### src/rtl/decode_output_arbiter_pkg.sv
// rtl/decode_output_arbiter_pkg.sv - shared decode bundle layout, IDs and arbiter sizing
package decode_output_arbiter_pkg;
  localparam int NUM_SOURCES   = 4;
  localparam int PAYLOAD_WIDTH = 221;
  localparam int QUEUE_DEPTH   = 2;
  localparam int SRC_ID_WIDTH  = $clog2(NUM_SOURCES);

  // Field offsets inside the flattened decoder bundle, LSB first.
  localparam int OPCODE_OFF = 0;    localparam int OPCODE_W = 12;
  localparam int ADDR_OFF   = 12;   localparam int ADDR_W   = 64;
  localparam int FU_OFF     = 76;   localparam int FU_W     = 3;
  localparam int MAJ_OFF    = 79;   localparam int MAJ_W    = 64;
  localparam int MIN_OFF    = 143;  localparam int MIN_W    = 7;
  localparam int IS64_OFF   = 150;
  localparam int PID_OFF    = 151;  localparam int PID_W    = 20;
  localparam int TID_OFF    = 171;  localparam int TID_W    = 16;
  localparam int OP1RW_OFF  = 187;  localparam int OP2RW_OFF = 189;
  localparam int FLAGS_OFF  = 191;  localparam int FLAGS_W  = 4;
  localparam int BODY_OFF   = 195;  localparam int BODY_W   = 26;

  typedef enum logic [2:0] {
    FU_FX     = 3'd0,
    FU_FP     = 3'd1,
    FU_VX     = 3'd2,
    FU_CR     = 3'd3,
    FU_LS     = 3'd4,
    FU_BRANCH = 3'd6
  } func_unit_e;

  typedef enum logic [1:0] {
    RW_NONE       = 2'd0,
    RW_READ       = 2'd1,
    RW_WRITE      = 2'd2,
    RW_READ_WRITE = 2'd3
  } reg_rw_e;

  function automatic logic [SRC_ID_WIDTH-1:0] rr_next_idx(input logic [SRC_ID_WIDTH-1:0] base,
                                                          input int step);
    int sum;
    sum = int'(base) + step;
    return SRC_ID_WIDTH'(sum % NUM_SOURCES);
  endfunction
endpackage

### src/rtl/decode_output_arbiter_if.sv
// rtl/decode_output_arbiter_if.sv - decoder-side and rename-side signals of the output arbiter
interface decode_output_arbiter_if;
  import decode_output_arbiter_pkg::*;

  logic [NUM_SOURCES-1:0]               enable_i;
  logic [NUM_SOURCES*PAYLOAD_WIDTH-1:0] payload_i;
  logic [NUM_SOURCES-1:0]               stall_o;
  logic                                 stall_i;
  logic                                 enable_o;
  logic [PAYLOAD_WIDTH-1:0]             payload_o;
  logic [SRC_ID_WIDTH-1:0]              source_o;
  logic                                 overflow_o;

  modport slave (
    input  enable_i, payload_i, stall_i,
    output stall_o, enable_o, payload_o, source_o, overflow_o
  );

  modport master (
    output enable_i, payload_i, stall_i,
    input  stall_o, enable_o, payload_o, source_o, overflow_o
  );
endinterface

### src/rtl/decode_holding_queue.sv
// rtl/decode_holding_queue.sv - 2-entry per-decoder holding FIFO with count and drop flag
module decode_holding_queue
  import decode_output_arbiter_pkg::*;
#(
  parameter int WIDTH = PAYLOAD_WIDTH
) (
  input  logic             clock_i,
  input  logic             reset_i,
  input  logic             i_push,
  input  logic             i_pop,
  input  logic [WIDTH-1:0] i_data,
  output logic [WIDTH-1:0] o_data,
  output logic [1:0]       o_count,
  output logic             o_full,
  output logic             o_empty,
  output logic             o_drop
);
  logic [WIDTH-1:0] r_mem [QUEUE_DEPTH];
  logic             r_wr_ptr;
  logic             r_rd_ptr;
  logic [1:0]       r_count;
  logic             w_do_push;
  logic             w_do_pop;

  assign w_do_pop  = i_pop && (r_count != 2'd0);
  assign o_full    = (r_count == 2'd2);
  assign o_empty   = (r_count == 2'd0);
  // A simultaneous pop frees the slot, so a push onto a full queue survives.
  assign o_drop    = i_push && o_full && !w_do_pop;
  assign w_do_push = i_push && !o_drop;
  assign o_data    = r_mem[r_rd_ptr];
  assign o_count   = r_count;

  always_ff @(posedge clock_i) begin
    if (reset_i) begin
      r_wr_ptr <= 1'b0;
      r_rd_ptr <= 1'b0;
      r_count  <= 2'd0;
    end else begin
      if (w_do_push) begin
        r_mem[r_wr_ptr] <= i_data;
        r_wr_ptr        <= ~r_wr_ptr;
      end
      if (w_do_pop) begin
        r_rd_ptr <= ~r_rd_ptr;
      end
      case ({w_do_push, w_do_pop})
        2'b10:   r_count <= r_count + 2'd1;
        2'b01:   r_count <= r_count - 2'd1;
        default: r_count <= r_count;
      endcase
    end
  end
endmodule

### src/rtl/decode_output_arbiter.sv
// rtl/decode_output_arbiter.sv - round-robin merge of decoder outputs into one registered stream
module decode_output_arbiter
  import decode_output_arbiter_pkg::*;
(
  input logic                     clock_i,
  input logic                     reset_i,
  decode_output_arbiter_if.slave  bus
);
  logic [PAYLOAD_WIDTH-1:0] w_head  [NUM_SOURCES];
  logic [1:0]               w_count [NUM_SOURCES];
  logic [NUM_SOURCES-1:0]   w_full;
  logic [NUM_SOURCES-1:0]   w_empty;
  logic [NUM_SOURCES-1:0]   w_drop;
  logic [NUM_SOURCES-1:0]   w_pop;
  logic [NUM_SOURCES-1:0]   w_stall;
  logic                     w_grant_valid;
  logic [SRC_ID_WIDTH-1:0]  w_winner;
  logic [SRC_ID_WIDTH-1:0]  w_cand;

  logic                     r_enable;
  logic [PAYLOAD_WIDTH-1:0] r_payload;
  logic [SRC_ID_WIDTH-1:0]  r_source;
  logic [SRC_ID_WIDTH-1:0]  r_rr;
  logic                     r_overflow;

  for (genvar s = 0; s < NUM_SOURCES; s++) begin : g_queue
    decode_holding_queue #(.WIDTH(PAYLOAD_WIDTH)) u_queue (
      .clock_i (clock_i),
      .reset_i (reset_i),
      .i_push  (bus.enable_i[s]),
      .i_pop   (w_pop[s]),
      .i_data  (bus.payload_i[s*PAYLOAD_WIDTH +: PAYLOAD_WIDTH]),
      .o_data  (w_head[s]),
      .o_count (w_count[s]),
      .o_full  (w_full[s]),
      .o_empty (w_empty[s]),
      .o_drop  (w_drop[s])
    );
  end

  // Search starts one past the last winner, so the last winner has lowest priority.
  always_comb begin
    w_grant_valid = 1'b0;
    w_winner      = '0;
    w_cand        = '0;
    if (!bus.stall_i) begin
      for (int i = 1; i <= NUM_SOURCES; i++) begin
        w_cand = rr_next_idx(r_rr, i);
        if (!w_grant_valid && !w_empty[w_cand]) begin
          w_grant_valid = 1'b1;
          w_winner      = w_cand;
        end
      end
    end
  end

  // count==1 without a grant still stalls: the decoder's registered output may land one more push.
  always_comb begin
    w_pop   = '0;
    w_stall = '0;
    for (int s = 0; s < NUM_SOURCES; s++) begin
      w_pop[s]   = w_grant_valid && (w_winner == SRC_ID_WIDTH'(s));
      w_stall[s] = w_full[s] || ((w_count[s] == 2'd1) && !w_pop[s]);
    end
  end

  always_ff @(posedge clock_i) begin
    if (reset_i) begin
      r_enable   <= 1'b0;
      r_payload  <= '0;
      r_source   <= '0;
      r_rr       <= SRC_ID_WIDTH'(NUM_SOURCES - 1);
      r_overflow <= 1'b0;
    end else begin
      r_overflow <= r_overflow || (|w_drop);
      if (!bus.stall_i) begin
        r_enable <= w_grant_valid;
        if (w_grant_valid) begin
          r_payload <= w_head[w_winner];
          r_source  <= w_winner;
          r_rr      <= w_winner;
        end
      end
    end
  end

  assign bus.stall_o    = w_stall;
  assign bus.enable_o   = r_enable;
  assign bus.payload_o  = r_payload;
  assign bus.source_o   = r_source;
  assign bus.overflow_o = r_overflow;
endmodule
### src/flat_wrapper.sv
// flat-port wrapper written by rule: the top's interface ports become plain ports
module decode_output_arbiter_flat import decode_output_arbiter_pkg::*;
  (clock_i, reset_i, bus_enable_i, bus_payload_i, bus_stall_i, bus_stall_o, bus_enable_o, bus_payload_o, bus_source_o, bus_overflow_o);
  decode_output_arbiter_if bus_i ();
  input logic clock_i;
  input logic reset_i;
  input wire logic [$bits(bus_i.enable_i)-1:0] bus_enable_i;
  input wire logic [$bits(bus_i.payload_i)-1:0] bus_payload_i;
  input wire logic [$bits(bus_i.stall_i)-1:0] bus_stall_i;
  output wire logic [$bits(bus_i.stall_o)-1:0] bus_stall_o;
  output wire logic [$bits(bus_i.enable_o)-1:0] bus_enable_o;
  output wire logic [$bits(bus_i.payload_o)-1:0] bus_payload_o;
  output wire logic [$bits(bus_i.source_o)-1:0] bus_source_o;
  output wire logic [$bits(bus_i.overflow_o)-1:0] bus_overflow_o;
  assign bus_i.enable_i = bus_enable_i;
  assign bus_i.payload_i = bus_payload_i;
  assign bus_i.stall_i = bus_stall_i;
  assign bus_stall_o = bus_i.stall_o;
  assign bus_enable_o = bus_i.enable_o;
  assign bus_payload_o = bus_i.payload_o;
  assign bus_source_o = bus_i.source_o;
  assign bus_overflow_o = bus_i.overflow_o;
  decode_output_arbiter u_core (.clock_i(clock_i), .reset_i(reset_i), .bus(bus_i));
endmodule
### config.mk
export PLATFORM = sky130hd
export DESIGN_NAME = decode_output_arbiter_flat
export DESIGN_NICKNAME = d
export VERILOG_FILES = /design/src/rtl/decode_output_arbiter_pkg.sv /design/src/rtl/decode_output_arbiter_if.sv /design/src/rtl/decode_holding_queue.sv /design/src/rtl/decode_output_arbiter.sv /design/src/flat_wrapper.sv
export SDC_FILE = /design/constraint.sdc
export NUM_CORES = 2
export LEC_CHECK = 0
export ABC_AREA = 1
export CORE_ASPECT_RATIO = 1.2
export CORE_UTILIZATION = 35
export CTS_CLUSTER_DIAMETER = 60
export DETAILED_ROUTE_END_ITERATION = 16
export SYNTH_ARGS = -nofsm -noshare
export SYNTH_HDL_FRONTEND = slang
export SYNTH_SLANG_ARGS = --single-unit
export TNS_END_PERCENT = 30
### constraint.sdc
create_clock -name clock_i -period 25.3 [get_ports clock_i]
set_input_delay 2.53 -clock clock_i [delete_from_list [all_inputs] [get_ports clock_i]]
set_output_delay 2.53 -clock clock_i [all_outputs]
set_load 0.005 [all_outputs]
Word-level counts from Yosys, hierarchy flattened --
Memory sizes are Yosys's and may differ from the RTL's. A register that Yosys moved wholly into a read port is not among the register bits. Index checks and enable logic that the tools add are counted.
Word-level totals: output and inout bits 229, word-level logic and storage cells 180, memories kept 4, RAM bits 1768, bits in registers 243, input bits 891
Cells by class: multiplexer cells 48, bitwise operators 10, reductions and logical operators 65, $lt $le $gt $ge 5, equal/unequal tests 19, add/sub/neg operators 12
Memory list:
- u_core.g_queue[0].u_queue.r_mem | depth 2, width 221, rd ports 1, clocked after memory_dff 1, wr ports 1, RTL line decode_holding_queue.sv:18 | logic [WIDTH-1:0] r_mem [QUEUE_DEPTH];
- u_core.g_queue[1].u_queue.r_mem | depth 2, width 221, rd ports 1, clocked after memory_dff 1, wr ports 1, RTL line decode_holding_queue.sv:18
- u_core.g_queue[2].u_queue.r_mem | depth 2, width 221, rd ports 1, clocked after memory_dff 1, wr ports 1, RTL line decode_holding_queue.sv:18
- u_core.g_queue[3].u_queue.r_mem | depth 2, width 221, rd ports 1, clocked after memory_dff 1, wr ports 1, RTL line decode_holding_queue.sv:18
Operators with widths (number):
- $bmux W221 S2 | 1
- $mux W221 | 2
- $mux W1 | 32
- $logic_and A1 B1 Y1 | 27
- $eq A2 B2 Y1 const B | 10
- $eq A2 B1 Y1 const B | 9
- $logic_not A1 Y1 | 18
- $pmux W2 S2 | 4
- $reduce_bool A2 Y1 | 8
- $add A2 B1 Y2 const B | 6
- $lt A2 B3 Y1 const B | 4
- $logic_not A2 Y1 | 5
- $mux W2 | 5
- $not A1 Y1 | 9
- $bmux W1 S2 | 4
- $sub A2 B1 Y2 const B | 4
- $logic_or A1 B1 Y1 | 5
- $add A2 B2 Y2 const B | 2
- $reduce_or A4 Y1 | 1
- $ge A3 B3 Y1 const B | 1
- $not A2 Y3 | 1
- $reduce_and A2 Y1 | 1

Longest topological paths before layout --
word-level depth 27, mapped depth 20

Cells and area by module --
A second synthesis with hierarchy kept.
Unflattened totals: cell total of the unflattened synthesis 6607, area, all modules 88404.8 µm²
By module, submodules not included:
- decode_holding_queue | cells each 729, instances 4, area each 17097.6 µm², seq. area each 13372.8 µm²
- decode_output_arbiter | cells each 3691, instances 1, area each 20014.2 µm², seq. area each 4544.4 µm²

Least setup slack after synthesis --
No wires, ideal clock.
path type input to register, start point input port bus_stall_i, end point memory u_core.g_queue[1].u_queue.r_mem[1][0] in the netlist's numbering, enable pin, arrival 18220 ps, stages on the path 8, path slack 6007 ps, data required time 24227 ps, setup time 1073 ps, cell sequence inv_1 nand2_2 a21oi_2 buf_2 nand3_1 nand3_1 nand2_1 nor3_1
Between the ends: word-level cells in the longest chain between the ends 11
Ends and longest elaborated chain:
- start: declaration | RTL line flat_wrapper.sv:9 | input wire logic [$bits(bus_i.stall_i)-1:0] bus_stall_i;
- $mux W2 | RTL line decode_output_arbiter.sv:46 | if (!bus.stall_i) begin
- $eq A2 B1 Y1 | RTL line decode_output_arbiter.sv:62 | w_pop[s] = w_grant_valid && (w_winner == SRC_ID_WIDTH'(s));
- $logic_and A1 B1 Y1 * | RTL line decode_output_arbiter.sv:62
- $logic_and A1 B1 Y1 * | RTL line decode_holding_queue.sv:25 | assign w_do_pop = i_pop && (r_count != 2'd0);
- $logic_not A1 Y1 * | RTL line decode_holding_queue.sv:29 | assign o_drop = i_push && o_full && !w_do_pop;
- $logic_and A1 B1 Y1 * | RTL line decode_holding_queue.sv:29
- $logic_not A1 Y1 * | RTL line decode_holding_queue.sv:30 | assign w_do_push = i_push && !o_drop;
- $logic_and A1 B1 Y1 * | RTL line decode_holding_queue.sv:30
- $mux W1 * | RTL line decode_holding_queue.sv:40 | if (w_do_push) begin
- $mux W1 * | RTL line decode_holding_queue.sv:35 | if (reset_i) begin
- $mux W1 (not written as such) * | RTL line decode_holding_queue.sv:41 | r_mem[r_wr_ptr] <= i_data;
- end: declaration | RTL line decode_holding_queue.sv:18
Every way passes the cells marked *; elsewhere a longest branch is shown, timed or not.

Final worst setup path --
start point input port bus_stall_i, end point output port bus_stall_o[0]
Between the ends: word-level cells in the longest chain between the ends 6
Ends and longest elaborated chain:
- $mux W2 | RTL line decode_output_arbiter.sv:46
- $logic_not A2 Y1 | RTL line decode_output_arbiter.sv:62
- $logic_and A1 B1 Y1 * | RTL line decode_output_arbiter.sv:62
- $logic_not A1 Y1 * | RTL line decode_output_arbiter.sv:63 | w_stall[s] = w_full[s] || ((w_count[s] == 2'd1) && !w_pop[s]);
- $logic_and A1 B1 Y1 * | RTL line decode_output_arbiter.sv:63
- $logic_or A1 B1 Y1 * | RTL line decode_output_arbiter.sv:63
- end: declaration | RTL line flat_wrapper.sv:10 | output wire logic [$bits(bus_i.stall_o)-1:0] bus_stall_o;
Marks and branches as above.

==> reports/results.txt <==
CP startpoint kind: input port
Vert. Die Dim: 521.6 µm
CTS resizes: 0
postcts setup bufs: 0
syn nets: 6762
cts hold-fix bufs: 0
TritonCTS clock tree: built
total leakage power: 35.30 nW
Peak VDD IR: 0.1490 mV
Post-Syn Area: 78760 µm²
Synth async-reset ratio: 0
# DRC: 0
routed vias/inst: 5.074
run status: finished with violations
Worst path slowest cell: nor2_4
CTS H-tree lvls: 4
Overall Global Routing Usage: 0.2219
hold crit path type: reg2reg
fin crit period: 8.609 ns
number of synthesized flops with an enable pin: 1768
switching share of power: 0.3605
clk_lat worst skew: 0.91 ns
Routed WL per cell: 25.90 µm
Total Neg Setup Slack: 0 ns
DR iter-0 viols: 4571
crit path cell chain: clkdlybuf4s50_1, nor2_4, nand2_8, buf_4, nand3_2, nand2_1, nand2_1, clkdlybuf4s50_1
Worst Setup End Kind: primary output
Synth Area per Inst: 13.45 µm²
layout cells sized above 1: 0.09081
IO Count: 1120
crit path buf inv count: 3
combinational share of power: 0.337
I/O Buffers: 1119
worst hold slack: 0.4476 ns
final setup vio count: 0
Die W: 435.0 µm
critical path's top delay family: simple AND/OR/NAND/NOR gates
Sequential Power Share: 0.384
maximum clock path buffer count: 4
Placeable Area: 223500 µm²
HPWL after detailed placement: 173.0 mm
total die area: 226900 µm²
register area share after synthesis: 0.7369
unique cell type count in the Yosys netlist: 32
final hold vios: 0
max_cap viols: 0
pin count of the biggest net entering global routing: 125
Slew @ Worst Pin: 1.507 ns
Routed WL: 262.6 mm
Final nets: 7825
GPL Wtd Cong: 0.8671
CTS sink count: 2015
CP max stage delay: 0.84 ns
Final ANT Viol Nets: 0
Num CTS Buffers: 212
Clk network pwr share: 0.279
Required @ worst endpoint: 22.77 ns
gate count of the mapped netlist: 5855
f_max: 116.2 MHz
clk_skew: 0.06944 ns
global-route wire length before repair: 365.1 mm
drt first pass iters: 6
internal power: 0.006978 W
Crit Path Max Fanout: 103
YS warnings: 0
PwrDens: 109.3 nW/µm²
final max-slew violation count: 8
vias: 51440
# rows: 190
RSZ-0062 raised after global routing: false
Post-synth top flop: edfxtp_1
vias in the first global route: 50070
Root Buffer: clkbuf_16
area delta synth->final: 26.77%
sw power: 0.003934 W
Crit Path Category: in2out
Final period util: 0.3403
Arr. time, crit path: 6.08 ns
Slew HR: -0.004570
#FFs+latches synth: 2015
violated checks: max-slew violations
initial antenna violation count: 101
Overflow after GRT: 0
Initial Util: 0.3524
Reg clk slew, reported paths: 0.06 ns
[worst register-to-register path: cells and delay by family (launching register included)]
family                 cells  cell delay, ns
AOI/OAI and AO/OA          1            0.22
buffers and inverters      6            4.01
DFF                        1            0.57
and+or+nand+nor           10            1.73
[metal layers]
layer | routed length [µm] | GRT usage
met5 | 307 | 0
met4 | 9306 | 0.09445
met3 | 21040 | 0.05254
met2 | 126800 | 0.3642
met1 | 105100 | 0.2800
[synth_stat cells (2+ instances only)]
| master | n | area share |
|---|---|---|
| a21oi_1 | 202 | 0.013 |
| buf_1 | 18 | 0.00086 |
| buf_2 | 77 | 0.0049 |
| buf_4 | 17 | 0.0016 |
| buf_6 | 4 | 0.00057 |
| clkbuf_1 | 219 | 0.010 |
| clkbuf_2 | 11 | 0.00070 |
| dfxtp_1 | 247 | 0.063 |
| edfxtp_1 | 1768 | 0.67 |
| ha_1 | 16 | 0.0025 |
| inv_1 | 319 | 0.015 |
| inv_2 | 2 | 0.000095 |
| mux2_2 | 230 | 0.033 |
| mux2i_1 | 376 | 0.048 |
| nand2_1 | 797 | 0.038 |
| nand2_2 | 4 | 0.00032 |
| nand3_1 | 364 | 0.023 |
| nand3_2 | 2 | 0.00025 |
| nand4_1 | 10 | 0.00079 |
| nor2_1 | 523 | 0.025 |
| nor2_2 | 2 | 0.00016 |
| nor2_4 | 3 | 0.00043 |
| nor3_1 | 35 | 0.0022 |
| o211ai_1 | 110 | 0.010 |
| o21ai_0 | 272 | 0.017 |
| o21ai_1 | 221 | 0.014 |
[stage by stage]
| step | util | cell area [µm²] | power, W | setup WS, ns | instances |
|---|---|---|---|---|---|
| finish | 0.4468 | 99840 | 0.01091 | 16.69 | 10140 |
| global route | 0.4466 | 99800 | 0.01143 | 16.47 | 10120 |
| CTS | 0.4460 | 99660 | 0.01098 | 16.56 | 10070 |
| detailed placement | 0.4160 | 92960 | 0.007942 | 16.46 | 9680 |
| global placement | 0.4160 | 92960 | 0.007903 | 16.52 | 9680 |
| floorplan | - | 78760 | 0.006481 | 6.007 | 5855 |
[layout make-up]
cell class	instances	area, µm²
diodes	71	177.7
clock buffers	282	5779
clock inverters	106	928.4
fillers	20000	123600
inverters	323	1244
multi-input cells	3171	18080
flip-flops and latches	2015	58050
well taps	2976	3724
repair buffers	1195	11860
[power by group through the flow]
stage	sequential, W	clock [W]	combinational (W)
after floorplan	0.00422	0	0.00226
after global placement	0.00425	0	0.00365
after detailed placement	0.00426	0	0.00368
after CTS	0.00419	0.00309	0.00370
after global routing	0.00422	0.00321	0.00400
final	0.00419	0.00304	0.00368
[worst paths after layout]
path                                                    startpoint                                       to  slack, ns  cells after the start
worst max-delay path                                   bus_stall_i                           bus_stall_o[0]      16.69                      8
worst min-delay path            u_core.g_queue[2].u_queue.r_rd_ptr                                flip-flop       0.45                      1
worst min register to register  u_core.g_queue[2].u_queue.r_rd_ptr                                flip-flop       0.45                      1
worst max register to register                      u_core.r_rr[0]  u_core.g_queue[0].u_queue.r_mem[1][160]      18.36                     17
[cell families after synthesis]
group	share of synthesized area
DFF	0.7369
and+or+nand+nor	0.09049
AOI/OAI and AO/OA	0.05476
buffers and inverters	0.03451
muxes	0.08067
adders and majority gates	0.002542
xor gates and xnor gates	0.0001112
[flip-flops by register name, summed over array words and instances (netlist names), named ones only]
register,count
u_core.g_queue.u_queue.r_rd_ptr,4
u_core.g_queue.u_queue.r_mem,1768
u_core.bus.source_o,2
u_core.r_rr,2
u_core.bus.payload_o,221
u_core.bus.enable_o,1
u_core.bus.overflow_o,1
u_core.g_queue.u_queue.r_wr_ptr,4
u_core.g_queue.u_queue.o_count,8
[placed cells by master, fill, tap and decap left out, drive strengths merged]
cell,n
edfxtp,1768
clkdlybuf4s50,1118
nand2,802
nor2,528
o21ai,493
mux2i,376
nand3,366
inv,332
clkbuf,282
dfxtp,247
mux2,230
a21oi,203
o211ai,110
clkinv,78
buf,77
diode,71
nor3,36
ha,16
bufinv,11
nand4,10
clkinvlp,8
xor2,1
No activity file was read; power rests on OpenSTA's default activity.
